`src/rtl/io_xbar_pkg.sv`:
```
// Shared state type and NoC header field positions for the I/O crossbar output port.
// Width macros default here when no NoC-wide definitions were included earlier.
`ifndef CHIP_ID_WIDTH
`define CHIP_ID_WIDTH 14
`endif
`ifndef XY_WIDTH
`define XY_WIDTH 8
`endif
`ifndef PAYLOAD_LEN
`define PAYLOAD_LEN 8
`endif
`ifndef DATA_WIDTH
`define DATA_WIDTH 64
`endif

package io_xbar_pkg;

    typedef enum logic {
        IDLE   = 1'b0,
        LOCKED = 1'b1
    } xbar_state_e;

    // Payload length sits directly below chip id and the X/Y coordinates.
    localparam int unsigned LEN_HI    = `DATA_WIDTH - 1 - `CHIP_ID_WIDTH - 2 * `XY_WIDTH;
    localparam int unsigned LEN_LO    = LEN_HI - `PAYLOAD_LEN + 1;
    localparam int unsigned USER_HI   = 23;
    localparam int unsigned USER_LO   = 20;
    localparam int unsigned SENDER_HI = 19;
    localparam int unsigned SENDER_LO = 10;
    localparam int unsigned SENDER_W  = SENDER_HI - SENDER_LO + 1;

    localparam logic [3:0] USER_INTR = 4'b1111;
    localparam logic [3:0] USER_MACK = 4'b1110;

    localparam int unsigned CREDIT_W = 4;

endpackage

```
`src/rtl/io_xbar_rr_arbiter.sv`:
```
// Round-robin picker: first requester at or after ptr, wrapping modulo NUM_IN.
module io_xbar_rr_arbiter #(
    parameter int unsigned NUM_IN = 8,
    localparam int unsigned IDX_W = (NUM_IN > 1) ? $clog2(NUM_IN) : 1
) (
    input  logic [NUM_IN-1:0] req,
    input  logic [IDX_W-1:0]  ptr,
    output logic [NUM_IN-1:0] grant,
    output logic [IDX_W-1:0]  grant_idx,
    output logic              any
);

    int unsigned idx;

    always_comb begin
        grant     = '0;
        grant_idx = '0;
        any       = 1'b0;
        idx       = 0;
        for (int unsigned k = 0; k < NUM_IN; k++) begin
            idx = (32'(ptr) + k) % NUM_IN;
            if (!any && req[IDX_W'(idx)]) begin
                any                = 1'b1;
                grant[IDX_W'(idx)] = 1'b1;
                grant_idx          = IDX_W'(idx);
            end
        end
    end

endmodule

```
`src/rtl/io_xbar_output_port_rr.sv`:
```
// Crossbar output port: round-robin wormhole arbitration, valid/yummy credits, header kill.
// Optional stall watchdog enabled by defining IO_XBAR_OUT_WATCHDOG_EN.
module io_xbar_output_port_rr
    import io_xbar_pkg::*;
#(
    parameter int unsigned NUM_IN       = 8,
    parameter int unsigned DATA_WIDTH   = 64,
    parameter int unsigned CREDITS      = 4,
    parameter logic        KILL_HEADERS = 1'b0
) (
    input  logic                         clk,
    input  logic                         rst_n,
    input  logic [NUM_IN-1:0]            valid_in,
    input  logic [NUM_IN-1:0]            route_req_in,
    input  logic [NUM_IN-1:0]            tail_in,
    input  logic [NUM_IN*DATA_WIDTH-1:0] data_in,
    input  logic                         default_ready_in,
    input  logic                         yummy_in,
    output logic [DATA_WIDTH-1:0]        data_out,
    output logic                         valid_out,
    output logic [NUM_IN-1:0]            thanks_out,
    output logic                         popped_interrupt_mesg_out,
    output logic                         popped_memory_ack_mesg_out,
    output logic [SENDER_W-1:0]          popped_memory_ack_mesg_out_sender,
    output logic                         ec_wants_to_send_but_cannot
`ifdef IO_XBAR_OUT_WATCHDOG_EN
    ,
    output logic                         watchdog_err_out
`endif
);

    localparam int unsigned IDX_W = (NUM_IN > 1) ? $clog2(NUM_IN) : 1;
    localparam int unsigned LEN_W = LEN_HI - LEN_LO + 1;
    localparam int unsigned USR_W = USER_HI - USER_LO + 1;

    xbar_state_e             state_q, state_d;
    logic [IDX_W-1:0]        rr_ptr_q, rr_ptr_d;
    logic [IDX_W-1:0]        grant_idx_q, grant_idx_d;
    logic [CREDIT_W-1:0]     credit_cnt;

    logic [NUM_IN-1:0]       req_vec;
    logic [NUM_IN-1:0]       arb_grant;
    logic [IDX_W-1:0]        arb_idx;
    logic                    arb_any;

    logic [IDX_W-1:0]        sel;
    logic                    xfer;
    logic                    is_hdr;
    logic                    has_credit;
    logic                    kill;
    logic [DATA_WIDTH-1:0]   sel_flit;
    logic [LEN_W-1:0]        hdr_len;
    logic [USR_W-1:0]        hdr_user;

    function automatic logic [IDX_W-1:0] inc_wrap(input logic [IDX_W-1:0] i);
        return (32'(i) == NUM_IN - 1) ? '0 : i + 1'b1;
    endfunction

    // New packets only compete while downstream allows new grants.
    assign req_vec    = default_ready_in ? (route_req_in & valid_in) : '0;
    assign has_credit = (credit_cnt != '0);

    io_xbar_rr_arbiter #(
        .NUM_IN (NUM_IN)
    ) u_arb (
        .req       (req_vec),
        .ptr       (rr_ptr_q),
        .grant     (arb_grant),
        .grant_idx (arb_idx),
        .any       (arb_any)
    );

    // State register
    always_ff @(posedge clk or negedge rst_n) begin
        if (!rst_n) begin
            state_q     <= IDLE;
            rr_ptr_q    <= '0;
            grant_idx_q <= '0;
        end else begin
            state_q     <= state_d;
            rr_ptr_q    <= rr_ptr_d;
            grant_idx_q <= grant_idx_d;
        end
    end

    // Next state, selection and transfer decision; nothing moves while reset is held.
    always_comb begin
        state_d     = state_q;
        rr_ptr_d    = rr_ptr_q;
        grant_idx_d = grant_idx_q;
        sel         = arb_idx;
        xfer        = 1'b0;
        is_hdr      = 1'b0;
        unique case (state_q)
            IDLE: begin
                sel    = arb_idx;
                is_hdr = 1'b1;
                if (rst_n && arb_any && |arb_grant && (has_credit || KILL_HEADERS)) begin
                    xfer = 1'b1;
                    if (tail_in[arb_idx]) begin
                        rr_ptr_d = inc_wrap(arb_idx);
                    end else begin
                        state_d     = LOCKED;
                        grant_idx_d = arb_idx;
                    end
                end
            end
            LOCKED: begin
                sel = grant_idx_q;
                if (rst_n && valid_in[grant_idx_q] && has_credit) begin
                    xfer = 1'b1;
                    if (tail_in[grant_idx_q]) begin
                        state_d  = IDLE;
                        rr_ptr_d = inc_wrap(grant_idx_q);
                    end
                end
            end
            default: begin
                state_d = IDLE;
            end
        endcase
    end

    assign sel_flit = data_in[32'(sel) * DATA_WIDTH +: DATA_WIDTH];
    assign hdr_len  = sel_flit[LEN_HI:LEN_LO];
    assign hdr_user = sel_flit[USER_HI:USER_LO];
    assign kill     = is_hdr & KILL_HEADERS;

    // Output drive for the current transfer cycle.
    always_comb begin
        data_out                          = sel_flit;
        valid_out                         = xfer & ~kill;
        thanks_out                        = '0;
        popped_interrupt_mesg_out         = 1'b0;
        popped_memory_ack_mesg_out        = 1'b0;
        popped_memory_ack_mesg_out_sender = '0;
        ec_wants_to_send_but_cannot       = 1'b0;
        if (xfer) begin
            thanks_out[sel] = 1'b1;
        end
        if (xfer && kill && hdr_len == '0) begin
            popped_interrupt_mesg_out  = (hdr_user == USER_INTR);
            popped_memory_ack_mesg_out = (hdr_user == USER_MACK);
        end
        if (KILL_HEADERS) begin
            popped_memory_ack_mesg_out_sender = sel_flit[SENDER_HI:SENDER_LO];
        end
        if (rst_n && !has_credit) begin
            ec_wants_to_send_but_cannot =
                ((state_q == IDLE) && arb_any && !KILL_HEADERS) ||
                ((state_q == LOCKED) && valid_in[grant_idx_q]);
        end
    end

    // Downstream credit counter; a return while already full saturates.
    always_ff @(posedge clk or negedge rst_n) begin
        if (!rst_n) begin
            credit_cnt <= CREDIT_W'(CREDITS);
        end else begin
            unique case ({valid_out, yummy_in})
                2'b10:   credit_cnt <= credit_cnt - 1'b1;
                2'b01:   credit_cnt <= (credit_cnt == CREDIT_W'(CREDITS)) ? credit_cnt
                                                                          : credit_cnt + 1'b1;
                default: credit_cnt <= credit_cnt;
            endcase
        end
    end

    credit_overflow_a: assert property (@(posedge clk) disable iff (!rst_n)
        !(yummy_in && !valid_out && credit_cnt == CREDIT_W'(CREDITS)))
        else $warning("io_xbar_output_port_rr: credit returned while counter full");

`ifdef IO_XBAR_OUT_WATCHDOG_EN
    logic [15:0] stall_cnt;

    // Counts LOCKED cycles without progress; the error flag is sticky until reset.
    always_ff @(posedge clk or negedge rst_n) begin
        if (!rst_n) begin
            stall_cnt        <= '0;
            watchdog_err_out <= 1'b0;
        end else begin
            if (xfer || state_d == IDLE) begin
                stall_cnt <= '0;
            end else if (stall_cnt != 16'hFFFF) begin
                stall_cnt <= stall_cnt + 16'd1;
            end
            if (stall_cnt == 16'hFFFF) begin
                watchdog_err_out <= 1'b1;
            end
        end
    end
`endif

endmodule
```
`config.mk`:
```
export PLATFORM = sky130hd
export DESIGN_NAME = io_xbar_output_port_rr
export DESIGN_NICKNAME = d
export VERILOG_FILES = /design/src/rtl/io_xbar_pkg.sv /design/src/rtl/io_xbar_rr_arbiter.sv /design/src/rtl/io_xbar_output_port_rr.sv
export SDC_FILE = /design/constraint.sdc
export NUM_CORES = 1
export LEC_CHECK = 0
export BUFFER_PORTS_ARGS = -buffer_cell sky130_fd_sc_hd__buf_4
export CORE_AREA = 5 5 239 241
export DETAILED_ROUTE_END_ITERATION = 8
export DIE_AREA = 0 0 244 246
export SLEW_MARGIN = 20
export SYNTH_ARGS = -nofsm -noshare
export SYNTH_HDL_FRONTEND = slang
export SYNTH_SLANG_ARGS = --single-unit
```
`constraint.sdc`:
```
create_clock -name clk -period 6.2 [get_ports clk]
set_input_delay 1.24 -clock clk [delete_from_list [all_inputs] [get_ports clk]]
set_output_delay 1.24 -clock clk [all_outputs]
set_load 0.02 [all_outputs]
```
==> Yosys cells after proc, flatten, opt, wreduce, memory -nomap -nowiden <==
Cells that the tools add are included.
{ "totals": {"out_inout_bits": 86, "reg_bits": 11, "elab_cells": 180, "inputBits": 540} }
{ "op_classes": {"bitwise": 10, "shifts": 1, "n_reduce_logical": 39, "eq_ne": 10, "mux": 85, "n_lt_le_gt_ge": 20, "addsub": 11} }
{ "ops": {"columns": ["cell", "n"], "rows": [
  ["512-bit by 10-bit indexed part select with 64-bit output", 1],
  ["8-bit 2-to-1 mux", 10],
  ["8-bit bitwise OR", 7],
  ["3-bit by 4-bit < comparator with 1-bit output, second input constant", 11],
  ["3-bit 2-to-1 mux", 14],
  ["1-bit 2-to-1 mux", 35],
  ["1-bit binary-select mux with 3-bit select", 11],
  ["1-bit demux with 3-bit select", 9],
  ["3-bit by 1-bit >= comparator with 1-bit output, second input constant", 9],
  ["1-bit logical AND", 24],
  ["3-bit adder, second input constant", 4],
  ["3-bit case mux with 2 select lines", 2],
  ["3-bit by 1-bit adder with 3-bit output, second input constant", 3],
  ["8-bit bitwise AND", 1],
  ["1-bit zero test", 8],
  ["4-bit case mux with 2 select lines", 1],
  ["8-bit OR reduction", 1],
  ["3-bit by 2-bit adder with 3-bit output, second input constant", 2],
  ["3-bit == test, second input constant", 2],
  ["2-bit inequality test, second input constant", 3],
  ["4-bit by 1-bit adder with 4-bit output, second input constant", 1],
  ["4-bit by 3-bit == test with 1-bit output, second input constant", 1],
  ["4-bit 2-to-1 mux", 1],
  ["2-bit by 1-bit inequality test with 1-bit output, second input constant", 2],
  ["11 further kinds", 13]
]} }

==> Longest topological paths before layout <==
Gate-level depths: netlist (run 1).
{ "logic_depth": {"word_depth": 34, "ltp_mapped": 18, "depth_no_buf": 16} }

==> Hierarchy <==
From an unflattened synthesis (run 1), not the netlist that was laid out.
{ "hier_totals": {"cells_unflattened": 1138, "hier_area_um2": 6837.8} }
{ "by_module_without_submodules": {"columns": ["mod", "area_each_um2", "cells_each", "n_inst", "seq_area_each_um2"], "rows": [
  ["io_xbar_output_port_rr", 5400.2, 966, 1, 276.5],
  ["io_xbar_rr_arbiter", 1437.6, 172, 1, 0.0]
]} }

==> Least setup slack after synthesis (run 1) <==
No wires, ideal clock.
{ "synth_path": {"path_type": "input-to-output", "start": "input valid_in[1]", "end": "output data_out[40]", "setup_slack_ns": 0.368, "cell_stages": 14, "path_buffers": 3, "arrival_time_ns": 4.592, "required_ns": 4.960, "cell_sequence": "and2_1 -> mux4_2 -> a221o_1 -> or2_0 -> clkbuf_1 -> or3_4 -> nor2b_1 -> o22ai_2 -> o21ai_4 -> buf_6 -> buf_6 -> mux4_2 -> nand2_1 -> nand2_1"} }
{ "synth_via": {"elab_chain_len": 28, "elab_cells_between_ends": 49, "cone_classes": "shift: 1; mux: 33; bitwise: 1; reduce/logical: 14"} }
{ "synth_rtl": {"columns": ["item", "line", "source"], "rows": [
  ["start: declaration", "io_xbar_output_port_rr.sv:13", "input logic [NUM_IN-1:0] valid_in,"],
  ["8-bit bitwise AND (*)", "io_xbar_output_port_rr.sv:60", "assign req_vec = default_ready_in ? (route_req_in & valid_in) : '0;"],
  ["8-bit 2-to-1 mux (*)", "io_xbar_output_port_rr.sv:60", null],
  ["1-bit binary-select mux with 3-bit select", "io_xbar_rr_arbiter.sv:22", "if (!any && req[IDX_W'(idx)]) begin"],
  ["1-bit 2-to-1 mux (not written as such)", "io_xbar_rr_arbiter.sv:22", null],
  ["1-bit 2-to-1 mux", "io_xbar_rr_arbiter.sv:22", null],
  ["1-bit zero test", "io_xbar_rr_arbiter.sv:22", null],
  ["1-bit logical AND", "io_xbar_rr_arbiter.sv:22", null],
  ["1-bit 2-to-1 mux", "io_xbar_rr_arbiter.sv:22", null],
  ["(+12 left out)", null, null],
  ["1-bit zero test", "io_xbar_rr_arbiter.sv:22", null],
  ["1-bit logical AND", "io_xbar_rr_arbiter.sv:22", null],
  ["1-bit 2-to-1 mux", "io_xbar_rr_arbiter.sv:22", null],
  ["1-bit zero test", "io_xbar_rr_arbiter.sv:22", null],
  ["1-bit logical AND", "io_xbar_rr_arbiter.sv:22", null],
  ["3-bit 2-to-1 mux (*)", "io_xbar_rr_arbiter.sv:22", null],
  ["3-bit case mux with 2 select lines (*)", "io_xbar_output_port_rr.sv:94", "unique case (state_q)"],
  ["512-bit by 10-bit indexed part select with 64-bit output (*)", "io_xbar_output_port_rr.sv:124", "assign sel_flit = data_in[32'(sel) * DATA_WIDTH +: DATA_WIDTH];"],
  ["end: declaration", "io_xbar_output_port_rr.sv:19", "output logic [DATA_WIDTH-1:0] data_out,"]
]} }
Mark *: on every way between the ends. The rest lies on a longest branch, timed or not. The select of a mux whose other input is x is not followed.

==> Worst setup path after layout (run 1) <==
{ "layout_path": {"start": "input valid_in[1]", "end": "output data_out[1]"} }
Same word-level chain as after synthesis.

==> run metrics, run 1 <==
# DRC 0; worst r2r src rr_ptr_q[1]$_DFFE_PN0P_; Syn Area/Cell roughly 9.6 µm²; RSZ-0062 raised after global routing true; Fin. Hold Viols 0; most common cell after layout, fill and taps aside buf_4; post-route design area roughly 13000 µm²; I/O Buffers ~610; Final Setup Violations 0; run status finished, final reports clean; number of core rows between 80 and 90; Post-Route Skew around 0.006 ns; Vias per Instance around 4.3; Iter 0 DRT Violations 543; pin count of the biggest net entering global routing 39; FF-to-FF End credit_cnt[3]$_DFFE_PN0P_; Worst Hold Class reg -> reg; Initial DRT Pass Iterations 5; Hold WS around 0.5 ns; CORE AREA between 50000 and 60000 µm²; Mapped Area just over 6000 µm²; CP most frequent cell buf_4; Pleak 6.03 nW; R2R depth 18; vias post-DR about 8800; Die Area 60000 µm²; peak supply drop about 0.30 mV; Seq cells post-synth 11; wire length per cell 30.1 µm; Layout Nets 1864; min Tclk post-route 6.16 ns; FF-to-FF setup slack ~1.7 ns; CP max stage delay roughly 0.67 ns; Fillers ~6000; hold path cells 1; worst slack, placed -0.0975 ns; total chip power between 7 and 8 mW; CTS Buffer Depth 2; TNS Setup 0 ns; Hold Path Sink credit_cnt[3]$_DFFE_PN0P_; YS warnings 0; most frequent cells in the layout 678 x buf_4, 189 x nand2_1, 139 x mux4_2, 32 x nand2_2, 17 x buf_6; initial core utilization between 10% and 20%; final WL 60800 µm; GP Congestion between 1 and 1.5; Setup CP Type in -> out; Synth async-reset ratio 100%; Syn Inst Count around 640; Min-Delay Startpoint credit_cnt[3]$_DFFE_PN0P_; initial antenna violation count 28; Die X-Extent 244 µm; CTS Buf Count 3; remaining global-route overflow 0; Max-cap violations 0; slowest cell on the critical path or4b_2; multi-input logic area 5660 µm²; CTS tree yes; Seq/Total Area, Yosys 4.51%; DP Area ~12000 µm²; crit path launch type input port; die height ~250 µm; Period Utilization, post-route between 90% and 100%; gr usage total between 10% and 20%; post-route ant nets 0; WP data arrival approximately 4.9 ns; share of layout cells above drive strength 1 71.3%; Reg area between 200 and 300 µm²; Yosys cell types 70; clk root buf clkbuf_16; fin. max-slew vios 0; Fmax achieved about 160 MHz; worst setup margin about 0.038 ns; Clock Sink Count 11; H-tree level count 1; Crit. End Element output pin; worst skew pair latency approximately 0.24 ns; via count of the first global-routing pass roughly 9000; max_slew headroom 52.0%; top-level I/O count around 630; crit-path max FO 12; first-pass GRT wire length roughly 76000 µm; CP Cell Sequence buf_4 > and2_4 > mux4_2 > a221o_1 > buf_4 > or4b_2 > o22ai_2 > a22o_1 > mux2i_4 > buf_4 > clkbuf_16 > mux4_2 > nand2_1 > nand2_2 > buf_4; dominant synthesized flop cell dfrtp_1; Post-synth EDFFs 0; P&R area growth vs syn 109%; Crit path required time 4.96 ns; transition time of the tightest slew-check pin about 0.71 ns; CTS clk-pin slew, worst paths 0.04 ns; PD cells about 600 nW/µm²; DPL Wire Length about 54000 µm
[report_power, final]
group / leakage [nW] / internal [mW] / switching (mW)
logic: 5.86 / 3.43 / 4.02
clock network: 0.0409 / 0.0856 / 0.0343
registers: 0.127 / 0.109 / 0.0608
total: 6.03 / 3.63 / 4.12
[critical path, delay by kind of cell]
family	cells	cell delay (ns)
AND/OR/NAND/NOR	4	1.09
buffers and inverters	5	0.91
multiplexers	3	0.91
AO/OA/AOI/OAI	3	0.75
[state kept, by name (all words and copies together), names as in the netlist, named ones only]
register	count
rr_ptr_q	2
credit_cnt	4
grant_idx_q	3
state_q	1
[cell type report]
| type | count | area share (%) |
|---|---|---|
| clock inverters | 1 | 0.0391 |
| flip-flops and latches | 11 | 2.16 |
| repair buffers | 721 | 45.7 |
| well taps | 704 | 6.88 |
| inverters | 8 | 0.235 |
| diodes | 8 | 0.156 |
| clock buffers | 3 | 0.586 |
| multi-input cells | 567 | 44.2 |
[logic make-up after synthesis]
kind of cell / count (synthesis) / synth area share, %
adder cells (fa/ha/maj): 12 / 2.57
other: 1 / 0.0612
AND/OR/NAND/NOR: 311 / 21.9
AO/OA/AOI/OAI: 69 / 8.74
buffers and inverters: 71 / 7.15
flip-flops: 11 / 4.51
multiplexers: 155 / 53.8
XOR/XNOR: 8 / 1.27
[stage by stage]
step,util [%],instances
5_1_grt,23.4,2018
6_report,23.4,2023
3_5_place_dp,22.1,1992
2_1_floorplan,-,649
4_1_cts,22.5,1998
3_3_place_gp,22.1,1992
[synth_stat cells (3+ instances only)]
cell	count	area, µm²
and2_1	8	50.1
o21ai_0	5	25.0
nand4_1	6	37.5
nand2b_1	7	43.8
a21o_1	3	22.5
buf_1	3	11.3
nand3b_1	4	30.0
inv_1	7	26.3
o22a_1	3	26.3
nor3_1	9	45.0
clkbuf_1	12	45.0
and3_1	3	18.8
o22ai_1	10	62.6
a221oi_1	3	26.3
nand2_1	229	860
or2_2	4	25.0
mux2i_1	11	110
xnor2_1	4	35.0
xor2_1	3	26.3
dfrtp_1	10	250
nand3_1	13	65.1
o21a_1	3	22.5
buf_4	21	158
nor2_1	13	48.8
mux2_2	5	56.3
a211oi_1	5	37.5
a21oi_1	5	25.0
mux4_2	139	3130
buf_8	4	60.1
a31oi_1	8	50.1
buf_6	3	33.8
nor2b_1	3	18.8
buf_2	20	100
ha_1	11	138
[routing by layer]
layer,track usage (%),part of all wire [%],vias to the layer above
li1,-,-,3835
met1,23.9,42,4304
met3,7.52,11,60
met4,3.58,2.2,14
met2,28.8,44,560
met5,0,0.15,-
[how the worst max path moves through the flow]
stage	from	endpoint	cells after the start
finish	valid_in[1]	data_out[1]	15
global route	default_ready_in	data_out[53]	17
CTS	valid_in[1]	data_out[19]	15
detailed placement	valid_in[1]	data_out[45]	17
global placement	valid_in[4]	data_out[39]	16
floorplan	valid_in[1]	data_out[40]	14
[what timing repair did]
| action | 4_1_cts | 5_1_grt |
|---|---|---|
| hold endpoints to repair | 0 | 0 |
| setup buffers | 1 | 10 |
| gates cloned | 1 | 9 |
| endpoints found under the setup margin | 35 | 60 |
| resized for setup | 34 | 59 |
| pin swaps | 2 | 11 |
| hold buffers | 0 | 0 |
No activity file was read; power rests on OpenSTA's default activity.
==> run 2: changes to the inputs <==
--- a/config.mk
+++ b/config.mk
@@ -12,4 +12,5 @@
 export SLEW_MARGIN = 20
 export SYNTH_ARGS = -nofsm -noshare
 export SYNTH_HDL_FRONTEND = slang
+export SYNTH_HIERARCHICAL = 1
 export SYNTH_SLANG_ARGS = --single-unit
==> run 2 against run 1 <==
  * Die area unchanged
  * Critical path type unchanged
  * Core utilization grew 4.8 points
  * Highest routed layer unchanged
  * The run now ends with negative setup slack left
  * Critical endpoint is now data_out[12]
  * Area after synthesis is 12% higher
  * Hold slack improved by 0.025 ns
==> run metrics, run 2 <==
Syn Area/Cell 6.01 µm² (-37%); P&R area growth vs syn 126%; CTS Buf Count 3 (unchanged); crit-path leading delay family buffers and inverters; YS warnings 6 (+6); most common cell after layout, fill and taps aside buf_4; WP data arrival 4.99 ns (+0.07 ns); Initial DRT Pass Iterations 5 (unchanged); most common cell in the netlist nand2_1; max_slew headroom 39.7% (-12 points); CTS tree yes; pin count of the biggest net entering global routing 42 (+7.7%); Seq/Total Area, Yosys 4.04% (-0.47 points); most frequent cells in the layout 734 x buf_4, 337 x nand2_1, 125 x a21oi_1, 86 x nand3_1, 45 x buf_6; Seq cells post-synth 11 (unchanged); CTS clk-pin slew, worst paths 0.04 ns (about the same); Setup CP Type in -> out; Synth top cells by count 371 x nand2_1, 156 x a21oi_1, 97 x nand3_1, 64 x o21ai_0, 49 x mux2i_1; Hold WS 0.528 ns (+0.0252 ns); post-route ant nets 0 (unchanged); Iter 0 DRT Violations 749 (+38%); # DRC 0 (unchanged); Crit path required time 4.96 ns (about the same); Post-synth EDFFs 0 (unchanged); top post-synthesis cells by area nand2_1 20%, a21oi_1 11%, mux4_2 7.2%; run status finished with violations; CP max stage delay 0.56 ns (-0.11 ns); CORE AREA 54700 µm² (unchanged); crit-path max FO 8 (-4); Crit. End Element output pin; worst setup margin -0.0293 ns (-0.0676 ns); Final Setup Violations 4 (+4); post-synth top area share 20.4% (-31 points); Yosys top cell by area nand2_1; die height 246 µm (unchanged); DPL Wire Length 57400 µm (+7.0%); number of core rows 86 (unchanged); GP Congestion 0.979 (-2.4%); first-pass GRT wire length 88600 µm (+16%); Post-CTS Hold Buffers 0 (unchanged); RSZ-0062 raised after global routing true; initial core utilization 12.5% (+1.3 points); Clock Sink Count 11 (unchanged); gr usage total 20.4% (+2.1 points); max reg flops 4 (unchanged); CTS Buffer Depth 2 (unchanged); Reg with most FFs credit_cnt; Synth async-reset ratio 100% (unchanged); Post-Route Skew 0.000662 ns (-0.00550 ns); wire length per cell 26.0 µm (-14%); Worst Hold Class reg -> reg; Vias per Instance 4.67 (+7.6%); Fin. Hold Viols 0 (unchanged); Die X-Extent 244 µm (unchanged); fin. max-slew vios 0 (unchanged); Layout Nets 2426 (+30%); initial antenna violation count 30 (+7.1%); Die Area 60000 µm² (unchanged); dominant synthesized flop cell dfrtp_1; vias post-DR 12099 (+38%); I/O Buffers 613 (unchanged); via count of the first global-routing pass 11846 (+28%); worst skew pair latency 0.24 ns (about the same); crit path launch type input port; Fmax achieved 161 MHz (-1.1%); placed insts 2524 (+27%); CP Cell Sequence buf_12 > and3_4 > buf_6 > mux4_2 > mux2i_4 > nand3_4 > or4_4 > buf_6 > o22ai_4 > a211oi_2 > o22ai_1 > buf_4 > mux2_4 > buf_12 > buf_12 > buf_4 > nand2_1 > a21oi_1 > a21oi_1 > o21ai_0 > buf_4; Worst Path Buf+Inv 8 (+3); final WL 67400 µm (+11%); share of layout cells above drive strength 1 56.3% (-15 points); failing checks negative setup slack; Syn Inst Count 1138 (+78%); min Tclk post-route 6.23 ns (+0.0676 ns); Period Utilization, post-route 100% (+1.1 points); Mapped Area 6840 µm² (+12%); H-tree level count 1 (unchanged); transition time of the tightest slew-check pin 0.904 ns (+0.195 ns); Max-cap violations 0 (unchanged); top-level I/O count 626 (unchanged); Post-Layout Cell Count 2593 (+28%); slowest cell on the critical path or4_4; largest registers credit_cnt x4, grant_idx_q x3, rr_ptr_q x3; Yosys cell types 70 (unchanged); remaining global-route overflow 0 (unchanged); clk root buf clkbuf_16
run 2: final cells by class:
| cell class | instances | area [µm²] |
|---|---|---|
| Fill cell | 6092 | 39200 |
| Inverter | 6 | 22.5 |
| Clock inverter | 1 | 5.00 |
| Clock buffer | 3 | 75.1 |
| Timing Repair Buffer | 830 | 7080 |
| Tap cell | 704 | 881 |
| Multi-Input combinational cell | 1021 | 7060 |
| Sequential cell | 11 | 277 |
| Antenna cell | 17 | 42.5 |
run 2: layer usage:
metal | GRT usage (%) | part of all wire [%]
met5 | 0 | 0.22
met4 | 9.23 | 4.8
met3 | 5.38 | 8.6
met2 | 34.7 | 48
met1 | 24.1 | 39
run 2: kinds of logic (layout without fill, tap and decap cells):
group                      count (synthesis)  in the layout  share of synthesized area [%]
and+or+nand+nor                          558            558                           34.8
DFF                                       11             11                           4.04
buffers and inverters                    117            840                           8.87
muxes                                     94             94                           18.6
adders and majority gates                 13             13                           2.49
AOI/OAI and AO/OA                        338            338                           30.0
other                                      1             29                         0.0548
xor gates and xnor gates                   6              6                           1.04
run 2: final timing paths:
path,endpoint,from,slack (ns),depth (start not counted)
setup / recovery,data_out[12],default_ready_in,-0.03,21
hold / removal,credit_cnt[3]$_DFFE_PN0P_,credit_cnt[3]$_DFFE_PN0P_,0.53,1
setup reg to reg,credit_cnt[3]$_DFFE_PN0P_,rr_ptr_q[1]$_DFFE_PN0P_,0.90,22
hold reg to reg,credit_cnt[3]$_DFFE_PN0P_,credit_cnt[3]$_DFFE_PN0P_,0.53,1
max in group asynchronous,credit_cnt[2]$_DFFE_PN1P_,rst_n,5.13,1
min in group asynchronous,credit_cnt[1]$_DFFE_PN0P_,rst_n,0.84,1
run 2: what timing repair did:
item | 4_1_cts | 5_1_grt
gates resized for setup | 129 | 183
endpoints found under the hold margin | 0 | 0
endpoints found under the setup margin | 67 | 66
cloned | 4 | 3
buffers inserted | 26 | 18
pin swaps | 30 | 63
run 2: through the flow:
stage	setup slack [ns]	TNS, ns	area, µm²	utilization (%)
after global routing	-0.148	-3.03	15400	28.2
after CTS	-0.00488	-0.0123	14500	26.5
after detailed placement	-1.02	-16.28	13400	24.6
final	-0.0293	-0.0868	15400	28.2
after floorplan	0.00496	0	6880	-
after global placement	-1.03	-15.98	13400	24.6
Power of run 2 is not shown: default switching activity piles up to over one toggle a cycle in this logic, so the estimate is an artifact.
